**src/rtl/md5_block_engine_if.sv**
```systemverilog
// Stream-side signals of md5_block_engine: word input handshake and digest output handshake.
interface md5_block_engine_if;
  logic         in_valid;
  logic         in_ready;
  logic [31:0]  in_word;
  logic         in_first;
  logic         busy;
  logic         dig_valid;
  logic         dig_ready;
  logic [127:0] digest;

  modport master (
    output in_valid, in_word, in_first, dig_ready,
    input  in_ready, busy, dig_valid, digest
  );

  modport slave (
    input  in_valid, in_word, in_first, dig_ready,
    output in_ready, busy, dig_valid, digest
  );
endinterface

```
**src/rtl/md5_block_engine.sv**
```systemverilog
// Sequential MD5 compression: loads 16 words, runs 64 steps at one per clock, emits {D,C,B,A}.
// Optional MD5_CHAIN_EN keeps the chaining value across blocks, with in_first restarting from IV.
module md5_block_engine #(
  parameter logic [31:0] IV_A = 32'h67452301,
  parameter logic [31:0] IV_B = 32'hefcdab89,
  parameter logic [31:0] IV_C = 32'h98badcfe,
  parameter logic [31:0] IV_D = 32'h10325476
) (
  input logic                clk,
  input logic                rst,
  md5_block_engine_if.slave  bus
);

  typedef enum logic [1:0] {LOAD, RUN, FINAL, OUT} state_t;

  localparam logic [4:0] S_TAB [16] = '{
    5'd7, 5'd12, 5'd17, 5'd22,  5'd5, 5'd9,  5'd14, 5'd20,
    5'd4, 5'd11, 5'd16, 5'd23,  5'd6, 5'd10, 5'd15, 5'd21
  };

  function automatic logic [31:0] t_rom(input logic [5:0] idx);
    logic [31:0] t;
    case (idx)
      6'd0:  t = 32'hd76aa478; 6'd1:  t = 32'he8c7b756; 6'd2:  t = 32'h242070db; 6'd3:  t = 32'hc1bdceee;
      6'd4:  t = 32'hf57c0faf; 6'd5:  t = 32'h4787c62a; 6'd6:  t = 32'ha8304613; 6'd7:  t = 32'hfd469501;
      6'd8:  t = 32'h698098d8; 6'd9:  t = 32'h8b44f7af; 6'd10: t = 32'hffff5bb1; 6'd11: t = 32'h895cd7be;
      6'd12: t = 32'h6b901122; 6'd13: t = 32'hfd987193; 6'd14: t = 32'ha679438e; 6'd15: t = 32'h49b40821;
      6'd16: t = 32'hf61e2562; 6'd17: t = 32'hc040b340; 6'd18: t = 32'h265e5a51; 6'd19: t = 32'he9b6c7aa;
      6'd20: t = 32'hd62f105d; 6'd21: t = 32'h02441453; 6'd22: t = 32'hd8a1e681; 6'd23: t = 32'he7d3fbc8;
      6'd24: t = 32'h21e1cde6; 6'd25: t = 32'hc33707d6; 6'd26: t = 32'hf4d50d87; 6'd27: t = 32'h455a14ed;
      6'd28: t = 32'ha9e3e905; 6'd29: t = 32'hfcefa3f8; 6'd30: t = 32'h676f02d9; 6'd31: t = 32'h8d2a4c8a;
      6'd32: t = 32'hfffa3942; 6'd33: t = 32'h8771f681; 6'd34: t = 32'h6d9d6122; 6'd35: t = 32'hfde5380c;
      6'd36: t = 32'ha4beea44; 6'd37: t = 32'h4bdecfa9; 6'd38: t = 32'hf6bb4b60; 6'd39: t = 32'hbebfbc70;
      6'd40: t = 32'h289b7ec6; 6'd41: t = 32'heaa127fa; 6'd42: t = 32'hd4ef3085; 6'd43: t = 32'h04881d05;
      6'd44: t = 32'hd9d4d039; 6'd45: t = 32'he6db99e5; 6'd46: t = 32'h1fa27cf8; 6'd47: t = 32'hc4ac5665;
      6'd48: t = 32'hf4292244; 6'd49: t = 32'h432aff97; 6'd50: t = 32'hab9423a7; 6'd51: t = 32'hfc93a039;
      6'd52: t = 32'h655b59c3; 6'd53: t = 32'h8f0ccc92; 6'd54: t = 32'hffeff47d; 6'd55: t = 32'h85845dd1;
      6'd56: t = 32'h6fa87e4f; 6'd57: t = 32'hfe2ce6e0; 6'd58: t = 32'ha3014314; 6'd59: t = 32'h4e0811a1;
      6'd60: t = 32'hf7537e82; 6'd61: t = 32'hbd3af235; 6'd62: t = 32'h2ad7d2bb; default: t = 32'heb86d391;
    endcase
    return t;
  endfunction

  state_t      state_q, state_d;
  logic [31:0] m_q [16];
  logic [3:0]  cnt_q;
  logic [5:0]  step_q;
  logic [31:0] a_q, b_q, c_q, d_q;
  logic [31:0] ha_q, hb_q, hc_q, hd_q;

  logic        in_ready, dig_valid, accept, reload;
  logic [1:0]  rnd;
  logic [3:0]  i4, g;
  logic [4:0]  s;
  logic [31:0] f, sum, rot, tmp;

  assign accept = in_ready & bus.in_valid;

`ifdef MD5_CHAIN_EN
  assign reload = bus.in_first;
`else
  logic in_first_unused;
  assign in_first_unused = bus.in_first;
  assign reload          = 1'b1;
`endif

  always_ff @(posedge clk) begin
    if (rst) state_q <= LOAD;
    else     state_q <= state_d;
  end

  // NOTE: every signal written here gets a default first so no path leaves it unassigned (no latch).
  always_comb begin
    state_d   = state_q;
    in_ready  = 1'b0;
    dig_valid = 1'b0;
    case (state_q)
      LOAD: begin
        in_ready = 1'b1;
        if (accept && cnt_q == 4'd15) state_d = RUN;
      end
      RUN:   if (step_q == 6'd63) state_d = FINAL;
      FINAL: state_d = OUT;
      OUT: begin
        dig_valid = 1'b1;
        if (bus.dig_ready) state_d = LOAD;
      end
      default: state_d = LOAD;
    endcase
  end

  // Step datapath: round function, message index and rotate amount all derive from step_q.
  assign rnd = step_q[5:4];
  assign i4  = step_q[3:0];
  assign s   = S_TAB[{rnd, step_q[1:0]}];

  always_comb begin
    f = '0;
    g = '0;
    case (rnd)
      2'd0: begin f = (b_q & c_q) | (~b_q & d_q); g = i4;                end
      2'd1: begin f = (b_q & d_q) | (c_q & ~d_q); g = i4 * 4'd5 + 4'd1;  end
      2'd2: begin f = b_q ^ c_q ^ d_q;            g = i4 * 4'd3 + 4'd5;  end
      default: begin f = c_q ^ (b_q | ~d_q);      g = i4 * 4'd7;         end
    endcase
  end

  assign sum = a_q + f + m_q[g] + t_rom(step_q);
  assign rot = (sum << s) | (sum >> (6'd32 - {1'b0, s}));
  assign tmp = b_q + rot;

  // NOTE: the message store carries no reset; every word is written before any step reads it.
  always_ff @(posedge clk) begin
    if (accept) m_q[cnt_q] <= bus.in_word;
  end

  // NOTE: sequential state uses non-blocking assignments so the step rotation reads pre-edge values.
  always_ff @(posedge clk) begin
    if (rst) begin
      cnt_q  <= '0;
      step_q <= '0;
      a_q    <= '0;
      b_q    <= '0;
      c_q    <= '0;
      d_q    <= '0;
      ha_q   <= IV_A;
      hb_q   <= IV_B;
      hc_q   <= IV_C;
      hd_q   <= IV_D;
    end else begin
      case (state_q)
        LOAD: if (accept) begin
          cnt_q <= cnt_q + 4'd1;
          if (cnt_q == 4'd0) begin
            if (reload) begin
              ha_q <= IV_A; hb_q <= IV_B; hc_q <= IV_C; hd_q <= IV_D;
              a_q  <= IV_A; b_q  <= IV_B; c_q  <= IV_C; d_q  <= IV_D;
            end else begin
              a_q <= ha_q; b_q <= hb_q; c_q <= hc_q; d_q <= hd_q;
            end
          end
        end
        RUN: begin
          a_q    <= d_q;
          b_q    <= tmp;
          c_q    <= b_q;
          d_q    <= c_q;
          step_q <= step_q + 6'd1;
        end
        FINAL: begin
          ha_q <= ha_q + a_q;
          hb_q <= hb_q + b_q;
          hc_q <= hc_q + c_q;
          hd_q <= hd_q + d_q;
        end
        default: ;
      endcase
    end
  end

  assign bus.in_ready  = in_ready;
  assign bus.dig_valid = dig_valid;
  assign bus.busy      = (state_q != LOAD) || (cnt_q != 4'd0);
  assign bus.digest    = dig_valid ? {hd_q, hc_q, hb_q, ha_q} : '0;

endmodule
```
**src/flat_wrapper.sv**
```systemverilog
// flat-port wrapper written by rule: the top's interface ports become plain ports
module md5_block_engine_flat 
#(
  parameter logic [31:0] IV_A = 32'h67452301,
  parameter logic [31:0] IV_B = 32'hefcdab89,
  parameter logic [31:0] IV_C = 32'h98badcfe,
  parameter logic [31:0] IV_D = 32'h10325476
)
  (clk, rst, bus_in_valid, bus_in_word, bus_in_first, bus_dig_ready, bus_in_ready, bus_busy, bus_dig_valid, bus_digest);
  md5_block_engine_if bus_i ();
  input logic clk;
  input logic rst;
  input wire logic [$bits(bus_i.in_valid)-1:0] bus_in_valid;
  input wire logic [$bits(bus_i.in_word)-1:0] bus_in_word;
  input wire logic [$bits(bus_i.in_first)-1:0] bus_in_first;
  input wire logic [$bits(bus_i.dig_ready)-1:0] bus_dig_ready;
  output wire logic [$bits(bus_i.in_ready)-1:0] bus_in_ready;
  output wire logic [$bits(bus_i.busy)-1:0] bus_busy;
  output wire logic [$bits(bus_i.dig_valid)-1:0] bus_dig_valid;
  output wire logic [$bits(bus_i.digest)-1:0] bus_digest;
  assign bus_i.in_valid = bus_in_valid;
  assign bus_i.in_word = bus_in_word;
  assign bus_i.in_first = bus_in_first;
  assign bus_i.dig_ready = bus_dig_ready;
  assign bus_in_ready = bus_i.in_ready;
  assign bus_busy = bus_i.busy;
  assign bus_dig_valid = bus_i.dig_valid;
  assign bus_digest = bus_i.digest;
  md5_block_engine #(.IV_A(IV_A), .IV_B(IV_B), .IV_C(IV_C), .IV_D(IV_D)) u_core (.clk(clk), .rst(rst), .bus(bus_i));
endmodule
```
**config.mk**
```make
export PLATFORM = sky130hd
export DESIGN_NAME = md5_block_engine_flat
export DESIGN_NICKNAME = d
export VERILOG_FILES = /design/src/rtl/md5_block_engine_if.sv /design/src/rtl/md5_block_engine.sv /design/src/flat_wrapper.sv
export SDC_FILE = /design/constraint.sdc
export NUM_CORES = 2
export LEC_CHECK = 0
export CAP_MARGIN = 0
export CORE_ASPECT_RATIO = 0.9
export CORE_UTILIZATION = 40
export DETAILED_ROUTE_END_ITERATION = 8
export PLACE_DENSITY = 0.57
export SKIP_CTS_REPAIR_TIMING = 1
export SLEW_MARGIN = 10
export SYNTH_ARGS = -nofsm -noshare
export SYNTH_HDL_FRONTEND = slang
export SYNTH_SLANG_ARGS = --single-unit
```
**constraint.sdc**
```tcl
create_clock -name clk -period 9.42 [get_ports clk]
set_input_delay 2.826 -clock clk [delete_from_list [all_inputs] [get_ports clk]]
set_output_delay 2.826 -clock clk [all_outputs]
set_load 0.02 [all_outputs]
```
==> run_results.csv <==
group,metric,value,unit
final_layout,final_common_cell,"edfxtp_1",
global_route,antenna_found_initial,2,
timing,fin_crit_sh,105.6,%
place,place_area,55280,um^2
timing,maxSlewViolCount,0,
cts,cts_tree,"built",
setup_path,cp_max_fo,5,
floorplanning,chipHeight,333.5,um
status,violations,"negative setup slack",
min_path,hold_class,"reg -> reg",
floorplanning,start_util,40.38,%
detailed_routing,vias_per_cell,5.834,
timing,min_period,9951,ps
cts,cts_max_level,3,
setup_path,crit_type,"reg -> reg",
cts,clock_path_buffers,3,
synthesis,synth.top_cell.area_share,31.48,%
power_and_ir_drop,power.density,446.2,nW/um^2
place,io_buffers,166,
power_and_ir_drop,static-leakage-power,22.61,nW
synthesis,yosys_register_bits,812,
detailed_routing,drc,0,
floorplanning,core_area,121000,um^2
timing,hold_violations,0,
detailed_routing,drt_iter0_markers,3656,
final_layout,drive_above_1_share,18.70,%
global_route,gr-total-overflow,0,
timing,slew_headroom,22.21,%
power_and_ir_drop,vdd_drop_max,355.0,uV
synthesis,yosys_warnings,0,
cts,clk_pin_slew,60,ps
synthesis,syn_area,48840,um^2
detailed_routing,wire_per_inst,23.60,um
detailed_routing,vias,39715,
timing,fin_skew,32.80,ps
synthesis,synth_cell_types,92,
final_layout,final_util,48.71,%
synthesis,syn-num-nets,5046,
floorplanning,ioPinCount,168,
flow_run,maxCapViolCount,0,
synthesis,synth_top_area_cell,"edfxtp_1",
detailed_routing,antenna_left,0,
global_route,grt_usage,25.48,%
floorplanning,die_x,370.3,um
floorplanning,die_area,123500,um^2
setup_path,slowest_delay,630,ps
cts,cts_inserted_buffers,87,
synthesis,synth_edf_count,512,
status,run_status,"complete, but fails checks",
setup_path,crit_top_cell,"a21oi_2",
final_layout,nNetsFinal,5471,
setup_path,crit_path_start_kind,"flip-flop",
timing,setup_ws,-531.3,ps
synthesis,synthArstFlopShare,0,%
final_layout,area_delta_synth_final,20.63,%
place,dpl.hpwl,111500,um
global_route,grt_pass1_vias,37592,
setup_path,arrival,10560,ps
synthesis,synthTopCellsByArea,"edfxtp_1, dfxtp_1, mux4_2, ha_1, a21oi_1",
synthesis,seq_area_frac_synth,43.77,%
timing,max_freq,100.5,MHz
final_layout,mostFrequentLayoutCells,"edfxtp_1, buf_4, nor2_1",
timing,worstMarginPinSlew,1163,ps
final_layout,fillers,11107,
final_layout,fin_area,58920,um^2
global_route,grt_pass1_wl,238300,um
cts,cts.sinks,812,
power_and_ir_drop,design_power_total,26.29,mW
synthesis,synthFlopType,"edfxtp_1",
timing,grt_setup_unrepaired,"true",
timing,final-setup-viol-count,7,
setup_path,cp.required,10030,ps
synthesis,syn_inst,4715,
final_layout,antenna_cells,0,
synthesis,avgSynthCellArea,10.36,um^2
floorplanning,rows,121,
detailed_routing,drt_first_pass_iters,6,
setup_path,crit_path_end_kind,"flip-flop",
cts,clk_latency,720,ps
global_route,grt_max_degree,105,
detailed_routing,finalWirelength,160600,um
setup_path,slowest_stage,"mux4_2",
cts,clock-root-buffer,"clkbuf_16",
place,globalplace.congestion,0.9798,
report_power, final:
part,switching [mW],internal [mW]
clock network,1.51,2.02
registers,0.346,4.03
logic,9.41,8.97
total,11.3,15.0
kinds of logic (layout without fill, tap and decap cells):
logic type | count (synthesis) | count (layout) | synth area share [%]
AOI/OAI and AO/OA | 1317 | 1317 | 17.84
xor gates and xnor gates | 223 | 223 | 4.060
adders and majority gates | 324 | 324 | 9.207
buffers and inverters | 569 | 1062 | 4.414
DFF | 812 | 812 | 43.77
muxes | 235 | 235 | 9.056
and+or+nand+nor | 1235 | 1235 | 11.65
final timing paths:
check	end	slack, ps	cells past startpoint	startpoint
setup reg to reg	u_core.b_q[30]	-530	41	u_core.step_q[1]
setup / recovery	u_core.b_q[30]	-530	41	u_core.step_q[1]
hold reg to reg	u_core.hb_q[28]	480	2	u_core.hb_q[28]
hold / removal	u_core.hb_q[28]	480	2	u_core.hb_q[28]
flip-flops by register name, summed over array words and instances, names as in the netlist, named ones only:
register,count
u_core.step_q,6
u_core.c_q,32
u_core.a_q,32
u_core.d_q,32
u_core.ha_q,32
u_core.hc_q,32
u_core.m_q,512
u_core.hb_q,32
u_core.cnt_q,4
u_core.hd_q,32
u_core.state_q,2
u_core.b_q,32
stage by stage:
step | hold WS (ps) | std cells | TNS [ps] | setup WS [ps]
after floorplan | 440.5 | 4715 | -10.58 | -10.58
after global placement | 463.1 | 6631 | -4815 | -792.6
after detailed placement | 467.8 | 6631 | -5356 | -815.1
after CTS | 475.2 | 6788 | -6164 | -855.3
after global routing | 503.8 | 6807 | -4942 | -845.0
final | 476.4 | 6807 | -1421 | -531.3
per-layer routing:
layer	vias up	routed length, um	part of all wire [%]	GRT usage, %
li1	18355	-	-	-
met1	19637	72420	45	36.17
met2	1456	73530	46	40.22
met3	265	9599	6.0	3.362
met4	2	5055	3.1	7.869
met5	-	12	0.0075	0
critical path: cells and delay by family (launching register included):
| family | cells | cell delay (ps) |
|---|---|---|
| xor+xnor | 2 | 330 |
| simple gates | 6 | 1200 |
| fa+ha+maj | 7 | 2420 |
| buf+inv | 7 | 510 |
| flops | 1 | 330 |
| compound gates | 16 | 3250 |
| mux | 3 | 1780 |
cells in the mapped netlist (all sizes together) (18+ instances only):
cell type and n:
inv 253, o21bai 18, a221oi 22, nand3 97, nor2 431, nand2b 67
fa 69, buf 48, o21a 45, o22ai 94, or3 18, mux2i 57
xor2 89, o31ai 19, o221ai 27, o22a 31, nand2 323, clkbuf 266
and2 148, ha 225, o211ai 45, or2 19, nor3 52, a211oi 59
o21ai 213, a21oi 345, maj3 30, and3 18, o221a 34, edfxtp 512
mux4 163, a22oi 105, xnor2 133, a21o 73, dfxtp 300, nand4 24
a31oi 74
final cells by class:
| class | instances | area [um^2] | area share (%) |
|---|---|---|---|
| multi-input cells | 3334 | 26040 | 44.20 |
| flip-flops and latches | 812 | 21390 | 36.30 |
| repair buffers | 649 | 5605 | 9.513 |
| clock buffers | 120 | 2412 | 4.094 |
| well taps | 1599 | 2001 | 3.395 |
| inverters | 255 | 969.7 | 1.646 |
| clock inverters | 37 | 491.7 | 0.8345 |
| repair inverters | 1 | 8.758 | 0.01486 |
(Power assumes the default switching activity.)
